$ cat src/rtl/onehot_decoder_seq_if.sv
// onehot_decoder_seq_if -- bus between a code source and onehot_decoder_seq.
//   master: drives en, code, code_valid, scan_start; observes the decoder outputs.
//   slave : the decoder side (code_ready, o, o_valid, idx, scan_done are outputs).
// N must match the N of the decoder instance it is bound to.
interface onehot_decoder_seq_if #(
  parameter int N = 4
);
  logic            en;
  logic [N-1:0]    code;
  logic            code_valid;
  logic            code_ready;
  logic            scan_start;
  logic [2**N-1:0] o;
  logic            o_valid;
  logic [N-1:0]    idx;
  logic            scan_done;

  modport master (
    output en, code, code_valid, scan_start,
    input  code_ready, o, o_valid, idx, scan_done
  );

  modport slave (
    input  en, code, code_valid, scan_start,
    output code_ready, o, o_valid, idx, scan_done
  );
endinterface

$ cat src/rtl/onehot_decoder_seq.sv
// onehot_decoder_seq -- registered binary-to-one-hot decoder with an automatic
// sweep mode.
//   clk   : single clock, rising edge
//   rst_n : synchronous active-low reset
//   bus   : onehot_decoder_seq_if.slave
//           en          global enable (low forces outputs to zero, state IDLE)
//           code/code_valid/code_ready  code transfer handshake
//           scan_start  request a sweep of all 2**N codes, each held DWELL cycles
//           o/o_valid/idx  registered one-hot output, valid flag, current code
//           scan_done   one-cycle pulse at sweep completion
// Optional macro ONEHOT_DECODER_SEQ_ACTIVE_LOW_EN: o is driven inverted
// (idle all ones, selected bit 0); every other output is unaffected.
module onehot_decoder_seq #(
  parameter int N     = 4,
  parameter int DWELL = 100
) (
  input logic               clk,
  input logic               rst_n,
  onehot_decoder_seq_if.slave bus
);
  localparam int          W        = 2**N;
  localparam logic [15:0] DW_LAST  = 16'(DWELL - 1);
  localparam logic [N-1:0] IDX_LAST = N'(W - 1);

  typedef enum logic [1:0] {IDLE, HOLD, SCAN, DONE} state_t;

  state_t         state_q, state_d;
  logic [W-1:0]   o_q, o_d;      // active-high one-hot, inverted at the port if configured
  logic           ov_q, ov_d;
  logic [N-1:0]   idx_q, idx_d;
  logic [15:0]    cnt_q, cnt_d;
  logic           done_q, done_d;

  always_ff @(posedge clk) begin
    if (!rst_n) begin
      state_q <= IDLE;
      o_q     <= '0;
      ov_q    <= 1'b0;
      idx_q   <= '0;
      cnt_q   <= '0;
      done_q  <= 1'b0;
    end else begin
      state_q <= state_d;
      o_q     <= o_d;
      ov_q    <= ov_d;
      idx_q   <= idx_d;
      cnt_q   <= cnt_d;
      done_q  <= done_d;
    end
  end

  always_comb begin
    state_d = state_q;
    o_d     = o_q;
    ov_d    = ov_q;
    idx_d   = idx_q;
    cnt_d   = cnt_q;
    done_d  = 1'b0;
    if (!bus.en) begin
      // Abandon whatever is in progress; idx is left as-is.
      state_d = IDLE;
      o_d     = '0;
      ov_d    = 1'b0;
      cnt_d   = '0;
    end else begin
      unique case (state_q)
        IDLE, HOLD: begin
          // scan_start outranks a simultaneous code transfer.
          if (bus.scan_start) begin
            state_d = SCAN;
            idx_d   = '0;
            o_d     = W'(1);
            ov_d    = 1'b1;
            cnt_d   = '0;
          end else if (bus.code_valid) begin
            state_d        = HOLD;
            idx_d          = bus.code;
            o_d            = '0;
            o_d[bus.code]  = 1'b1;
            ov_d           = 1'b1;
          end
        end
        SCAN: begin
          if (cnt_q == DW_LAST) begin
            cnt_d = '0;
            if (idx_q == IDX_LAST) begin
              state_d = DONE;
              o_d     = '0;
              ov_d    = 1'b0;
              done_d  = 1'b1;
            end else begin
              idx_d = idx_q + 1'b1;
              o_d   = o_q << 1;
            end
          end else begin
            cnt_d = cnt_q + 16'd1;
          end
        end
        DONE:    state_d = IDLE;
        default: state_d = IDLE;
      endcase
    end
  end

  assign bus.code_ready = rst_n && bus.en && ((state_q == IDLE) || (state_q == HOLD));
  assign bus.o_valid    = ov_q;
  assign bus.idx        = idx_q;
  assign bus.scan_done  = done_q;
`ifdef ONEHOT_DECODER_SEQ_ACTIVE_LOW_EN
  assign bus.o = ~o_q;
`else
  assign bus.o = o_q;
`endif
endmodule
$ cat src/flat_wrapper.sv
// flat-port wrapper written by rule: the top's interface ports become plain ports
module onehot_decoder_seq_flat 
#(
  parameter int N     = 4,
  parameter int DWELL = 100
)
  (clk, rst_n, bus_en, bus_code, bus_code_valid, bus_scan_start, bus_code_ready, bus_o, bus_o_valid, bus_idx, bus_scan_done);
  onehot_decoder_seq_if #(.N(N)) bus_i ();
  input logic clk;
  input logic rst_n;
  input wire logic [$bits(bus_i.en)-1:0] bus_en;
  input wire logic [$bits(bus_i.code)-1:0] bus_code;
  input wire logic [$bits(bus_i.code_valid)-1:0] bus_code_valid;
  input wire logic [$bits(bus_i.scan_start)-1:0] bus_scan_start;
  output wire logic [$bits(bus_i.code_ready)-1:0] bus_code_ready;
  output wire logic [$bits(bus_i.o)-1:0] bus_o;
  output wire logic [$bits(bus_i.o_valid)-1:0] bus_o_valid;
  output wire logic [$bits(bus_i.idx)-1:0] bus_idx;
  output wire logic [$bits(bus_i.scan_done)-1:0] bus_scan_done;
  assign bus_i.en = bus_en;
  assign bus_i.code = bus_code;
  assign bus_i.code_valid = bus_code_valid;
  assign bus_i.scan_start = bus_scan_start;
  assign bus_code_ready = bus_i.code_ready;
  assign bus_o = bus_i.o;
  assign bus_o_valid = bus_i.o_valid;
  assign bus_idx = bus_i.idx;
  assign bus_scan_done = bus_i.scan_done;
  onehot_decoder_seq #(.N(N), .DWELL(DWELL)) u_core (.clk(clk), .rst_n(rst_n), .bus(bus_i));
endmodule
$ cat config.mk
export PLATFORM = sky130hd
export DESIGN_NAME = onehot_decoder_seq_flat
export DESIGN_NICKNAME = d
export VERILOG_FILES = /design/src/rtl/onehot_decoder_seq_if.sv /design/src/rtl/onehot_decoder_seq.sv /design/src/flat_wrapper.sv
export SDC_FILE = /design/constraint.sdc
export NUM_CORES = 1
export LEC_CHECK = 0
export CAP_MARGIN = 20
export CORE_MARGIN = 1.5
export CORE_UTILIZATION = 58
export DETAILED_ROUTE_END_ITERATION = 8
export PLACE_DENSITY = 0.83
export SLEW_MARGIN = 20
export SYNTH_ARGS = -nofsm -noshare
export SYNTH_HDL_FRONTEND = slang
export SYNTH_SLANG_ARGS = --single-unit
$ cat constraint.sdc
create_clock -name clk -period 4.4 [get_ports clk]
set_input_delay 0.66 -clock clk [delete_from_list [all_inputs] [get_ports clk]]
set_output_delay 0.66 -clock clk [all_outputs]
set_load 0.02 [all_outputs]
==> results of run 1 <==
[cell families (layout without fill, tap and decap cells)]
family                   Yosys count  count (layout)  synth area share (%)
buffers and inverters             22              50                  5.89
XOR/XNOR                           3               3                  1.21
AO/OA/AOI/OAI                     80              80                  27.4
flip-flops                        40              40                  36.9
multiplexers                       1               1                 0.462
AND/OR/NAND/NOR                  107             107                  27.0
adder cells (fa/ha/maj)            2               2                  1.15
[layout make-up]
class / instances / share of cell area (%)
multi-input combinational: 193 / 48.2
tap: 48 / 2.33
timing repair buffer: 35 / 13.2
sequential: 40 / 31.1
clock buffer: 6 / 2.82
clock inverter: 2 / 1.36
inverter: 7 / 1.02
[per-stage QoR]
stage                     power, mW  std cells
after CTS                     0.804        330
after global routing          0.835        331
after detailed placement      0.508        322
after global placement        0.506        322
final                         0.799        331
after floorplan               0.474        255
[sequential cells by signal, summed over array words and instances (netlist names)]
register,flops
u_core.bus.o,16
u_core.cnt_q,16
u_core.bus.idx,4
u_core.state_q,2
u_core.bus.o_valid,1
u_core.bus.scan_done,1
[metal layers]
metal	up-vias	GRT usage, %	share of wire (%)
li1	990	-	-
met4	0	8.78	2.0
met5	-	0	0
met3	9	7.57	6.2
met2	64	43.2	47
met1	931	32.9	44
[final timing paths]
path                    startpoint          endpoint  slack (ns)  cells after the start
setup / recovery   u_core.cnt_q[4]   u_core.bus.o[9]        1.65                      6
hold / removal    u_core.cnt_q[15]  u_core.cnt_q[15]        0.49                      2
setup reg to reg   u_core.cnt_q[4]   u_core.bus.o[9]        1.65                      6
hold reg to reg   u_core.cnt_q[15]  u_core.cnt_q[15]        0.49                      2
[cells in the final DEF, fill, tap and decap left out, types with 5 or more instances in the layout]
master | Yosys | final
clkbuf_8 | 0 | 5
a211oi_2 | 13 | 13
inv_1 | 6 | 6
nand4_1 | 7 | 7
o21ai_0 | 16 | 16
nand2_1 | 16 | 16
a21oi_1 | 21 | 21
clkdlybuf4s50_1 | 0 | 31
nor2_2 | 13 | 13
and3_1 | 6 | 6
nor2_1 | 31 | 31
dfxtp_1 | 40 | 40
nand3_1 | 10 | 10
[critical path, stage by stage (launching register included)]
cell and delay (ns):
dfxtp_1 0.38, or4_4 0.59, nor4_4 0.32, o21a_1 0.75
buf_4 0.39, nor2_2 0.05, a211oi_2 0.19
[report_power, final]
group          internal [mW]  leakage (nW)  switching, mW
Combinational         0.0468         0.520         0.0728
Clock                  0.168        0.0552          0.130
Sequential             0.372         0.324        0.00979
==> run_results.csv, run 1 <==
group,metric,value,unit
global_route,overflow,0,
synthesis,synth_warnings,0,
synthesis,yosysTopAreaCell,"dfxtp_1",
clocking,clock_latency,0.30,ns
placed_design,dpl_cell_area,2460,um^2
timing,layout_setup_ws,1.65,ns
status,status,"finished, final reports clean",
clocking,holdBufCountCts,0,
clocking,clock-sinks,40,
clocking,htreeDepth,2,
placed_design,gp_congestion,0.860,
global_route,grt_max_degree,32,
global_route,grt_pass1_vias,1770,
timing,rsz0062_at_grt,"no",
critical_path,startpoint_type,"register",
clocking,cts_setup_buffers,0,
floorplan,core-area,3630,um^2
critical_path,crit_path_max_fanout,21,
timing,period_needed,2.75,ns
placed_design,io_buffer_count,31,
clocking,clkTransAtPathRegs,0.08,ns
timing,fmax,0.364,GHz
timing,hold_ws,0.492,ns
synthesis,postSynth.asyncResetShare,0,%
drt,ant_nets,0,
clocking,cts_tree,"built",
synthesis,yosysTopAreaCellShare,36.9,%
pwr,leakagePower,0.900,nW
timing,worstMarginPinSlew,0.896,ns
floorplan,rows,22,
cells_and_area,area_delta_synth_final,18.8,%
floorplan,die-area,4110,um^2
global_route,grt_pass1_wl,8.43,mm
cells_and_area,drive_above_1_share,15.2,%
cells_and_area,nNetsFinal,293,
clocking,postCtsResizedCells,0,
floorplan,dieHeight,64.1,um
synthesis,synthDistinctLibCells,54,
cells_and_area,multi_input_comb_area,1240,um^2
floorplan,io_pins,32,
drt,drtIter0Drc,204,
timing,finalSetupTns,0,ns
drt,wire_per_inst,15.0,um
timing,period_share,62.4,%
synthesis,syn_inst,255,
placed_design,dpl.hpwl,3.54,mm
cells_and_area,n_fill_cell,304,
synthesis,synth_area_leaders,"dfxtp_1 (37%), a211oi_2 (7.5%), nor2_1 (5.4%), a21oi_1 (4.8%), nor2_2 (3.8%)",
cells_and_area,design_area,2570,um^2
worst_hold_path,hold_class,"reg2reg",
synthesis,syn_area_per_cell,8.50,um^2
placed_design,dpl_worst_slack,1.57,ns
floorplan,start_util,59.7,%
timing,hold_viol_final,0,
critical_path,path_class,"reg2reg",
timing,drv_slew,0,
clocking,cts_root_buf,"clkbuf_8",
clocking,cts_made_buffers,5,
drt,firstDrtPassIters,4,
synthesis,synth_common_cells,"dfxtp_1 (40), nor2_1 (31), a21oi_1 (21)",
synthesis,syn-num-nets,266,
synthesis,ys.flop_type,"dfxtp_1",
pwr,ir_worst_vdd,309,uV
synthesis,synth-seq-cells,40,
drt,drc,0,
clocking,clock_path_buffers,2,
drt,drt-total-wl,4.97,mm
drt,vias,1994,
critical_path,cp.arrival,2.98,ns
cells_and_area,antenna_cells,0,
synthesis,synth_seq_area_share,36.9,%
cells_and_area,fin_util,70.9,%
synthesis,synth.most_common_cell,"dfxtp_1",
critical_path,crit_required,4.63,ns
cells_and_area,layout.area.seq,801,um^2
global_route,track_usage,26.2,%
drt,drt-vias-per-instance,6.02,
synthesis,synth_edf_count,0,
timing,finalSetupViolations,0,
timing,fin_skew,0.00946,ns
critical_path,crit_path_end_kind,"register",
synthesis,syn_area,2170,um^2
pwr,power.density,310,nW/um^2
floorplan,die_x,64.1,um
run,maxCapViolCount,0,
timing,slew_headroom,40.3,%
global_route,antenna_found_initial,0,
Power figures use the tool's default switching activity.
==> inputs of run 2 (changes only) <==
--- a/config.mk
+++ b/config.mk
@@ -7,9 +7,9 @@
 export LEC_CHECK = 0
 export CAP_MARGIN = 20
 export CORE_MARGIN = 1.5
-export CORE_UTILIZATION = 58
+export CORE_UTILIZATION = 49
 export DETAILED_ROUTE_END_ITERATION = 8
-export PLACE_DENSITY = 0.83
+export PLACE_DENSITY = 0.74
 export SLEW_MARGIN = 20
 export SYNTH_ARGS = -nofsm -noshare
 export SYNTH_HDL_FRONTEND = slang
==> constraint.sdc (replaced) <==
create_clock -name clk -period 2.4 [get_ports clk]
set_input_delay 0.36 -clock clk [delete_from_list [all_inputs] [get_ports clk]]
set_output_delay 0.36 -clock clk [all_outputs]
set_load 0.02 [all_outputs]
==> run 2 against run 1 <==
Setup slack worse by 1.4 ns; global-route usage is 4.0 points lower; clock-buffer cell count stayed put; largest cell class unchanged; sequential power is 83% higher; sequential cell count stayed put; largest power group unchanged; core utilization is 8.6 points lower.
==> run_results.csv, run 2 (synthesis gave the netlist of run 1 again) <==
group,metric,value,unit
cells_and_area,nNetsFinal,302,
clocking,postCtsResizedCells,0,
clocking,clock_latency,0.29,ns
cells_and_area,mostFrequentLayoutCell,"dfxtp_1",
worst_hold_path,min_from,"u_core.cnt_q[13]",
cells_and_area,n_fill_cell,404,
critical_path,crit_required,2.58,ns
critical_path,reg2reg_to,"u_core.cnt_q[15]",
global_route,overflow,0,
global_route,grt_max_degree,20,
critical_path,r2r-start,"u_core.cnt_q[4]",
timing,drv_slew,0,
drt,firstDrtPassIters,4,
worst_hold_path,hold_path_end,"u_core.cnt_q[13]",
critical_path,cp.arrival,2.32,ns
timing,rsz0062_at_grt,"no",
placed_design,gp_congestion,0.808,
timing,period_share,89.1,%
critical_path,crit_path_end_kind,"register",
clocking,clkTransAtPathRegs,0.07,ns
critical_path,startpoint_type,"register",
pwr,ir_worst_vdd,311,uV
status,status,"finished, final reports clean",
cells_and_area,drive_above_1_share,17.8,%
cells_and_area,antenna_cells,0,
clocking,cts_setup_buffers,0,
clocking,htreeDepth,2,
placed_design,dpl_worst_slack,0.278,ns
drt,ant_nets,0,
cells_and_area,layout.area.seq,801,um^2
critical_path,path_class,"reg2reg",
floorplan,start_util,50.5,%
drt,wire_per_inst,14.8,um
pwr,leakagePower,0.954,nW
critical_path,crit_path_max_fanout,7,
cells_and_area,final_cell_mix,"dfxtp_1 (40), nor2_1 (31), clkdlybuf4s50_1 (31)",
timing,finalSetupViolations,0,
floorplan,die-area,4830,um^2
placed_design,dpl.cell_count,336,
drt,drc,0,
global_route,track_usage,22.2,%
timing,slew_headroom,69.1,%
global_route,antenna_found_initial,0,
timing,finalSetupTns,0,ns
clocking,cts_tree,"built",
cells_and_area,area_delta_synth_final,23.3,%
drt,drtIter0Drc,118,
floorplan,core-area,4290,um^2
global_route,grt_pass1_wl,8.77,mm
critical_path,reg2reg_depth,6,
timing,fmax,0.467,GHz
timing,layout_setup_ws,0.261,ns
drt,drt-total-wl,5.11,mm
critical_path,r2r_slack,0.26,ns
placed_design,io_buffer_count,31,
drt,drt-vias-per-instance,5.83,
timing,fin_skew,0.00620,ns
global_route,grt_pass1_vias,1873,
floorplan,dieHeight,69.5,um
timing,hold_viol_final,0,
worst_hold_path,min_path_cells,1,
pwr,power,1.49,mW
clocking,holdBufCountCts,0,
floorplan,io_pins,32,
cells_and_area,final_cells,344,
run,maxCapViolCount,0,
floorplan,die_x,69.5,um
drt,vias,2006,
cells_and_area,multi_input_comb_area,1240,um^2
timing,worstMarginPinSlew,0.458,ns
placed_design,dpl.hpwl,3.68,mm
clocking,cts_root_buf,"clkbuf_8",
timing,period_needed,2.14,ns
floorplan,rows,24,
clocking,clock-sinks,40,
pwr,power.density,556,nW/um^2
clocking,cts_made_buffers,5,
worst_hold_path,hold_class,"reg2reg",
clocking,clock_path_buffers,2,
-- run 2: cell types whose count changed in the layout (fill, tap and decap cells not counted), sizes merged --
cell / change
buf: +9
-- run 2: worst max-delay path: stages (launching register included) --
cell	delay, ns
dfxtp_1	0.37
or4_4	0.59
o41ai_2	0.51
buf_4	0.22
nor2_1	0.11
a21oi_1	0.14
o21ai_0	0.08
-- run 2: worst max-delay path by stage --
| stage | start | slack (ns) | end |
|---|---|---|---|
| global placement | u_core.cnt_q[4] | 0.31 | u_core.cnt_q[15] |
| floorplan | u_core.cnt_q[4] | 0.53 | u_core.bus.o[1] |
| finish | u_core.cnt_q[4] | 0.26 | u_core.cnt_q[15] |
| global route | u_core.cnt_q[0] | 0.1 | u_core.cnt_q[11] |
| CTS | u_core.cnt_q[4] | 0.26 | u_core.cnt_q[15] |
| detailed placement | u_core.cnt_q[4] | 0.28 | u_core.cnt_q[15] |
-- run 2: metrics by stage --
step / util (%) / area [um^2] / hold slack (ns)
2_1_floorplan: - / 2170 / 0.434
3_3_place_gp: 59.7 / 2560 / 0.453
3_5_place_dp: 59.7 / 2560 / 0.460
4_1_cts: 62.2 / 2670 / 0.470
5_1_grt: 62.2 / 2670 / 0.508
6_report: 62.2 / 2670 / 0.467
-- run 2: layout make-up --
cell class / count / area share (%)
multi-input combinational: 193 / 46.4
sequential: 40 / 30.0
timing repair buffer: 44 / 16.2
clock buffer: 6 / 2.72
tap: 52 / 2.43
clock inverter: 2 / 1.31
inverter: 7 / 0.983
-- run 2: routing by layer --
metal	routed length [um]	GRT usage (%)	up-vias	share of wire [%]
met5	0	0	-	0
met4	65	7.84	0	1.3
met3	226	4.65	7	4.4
met2	2400	35.3	40	47
met1	2410	30.0	950	47
li1	-	-	1009	-
-- run 2: power breakdown --
part / total [mW] / leakage [nW] / switching [mW] / internal (mW)
sequential: 0.699 / 0.324 / 0.0185 / 0.681
combinational: 0.243 / 0.574 / 0.139 / 0.104
clock: 0.545 / 0.0552 / 0.236 / 0.309
total: 1.49 / 0.954 / 0.393 / 1.09
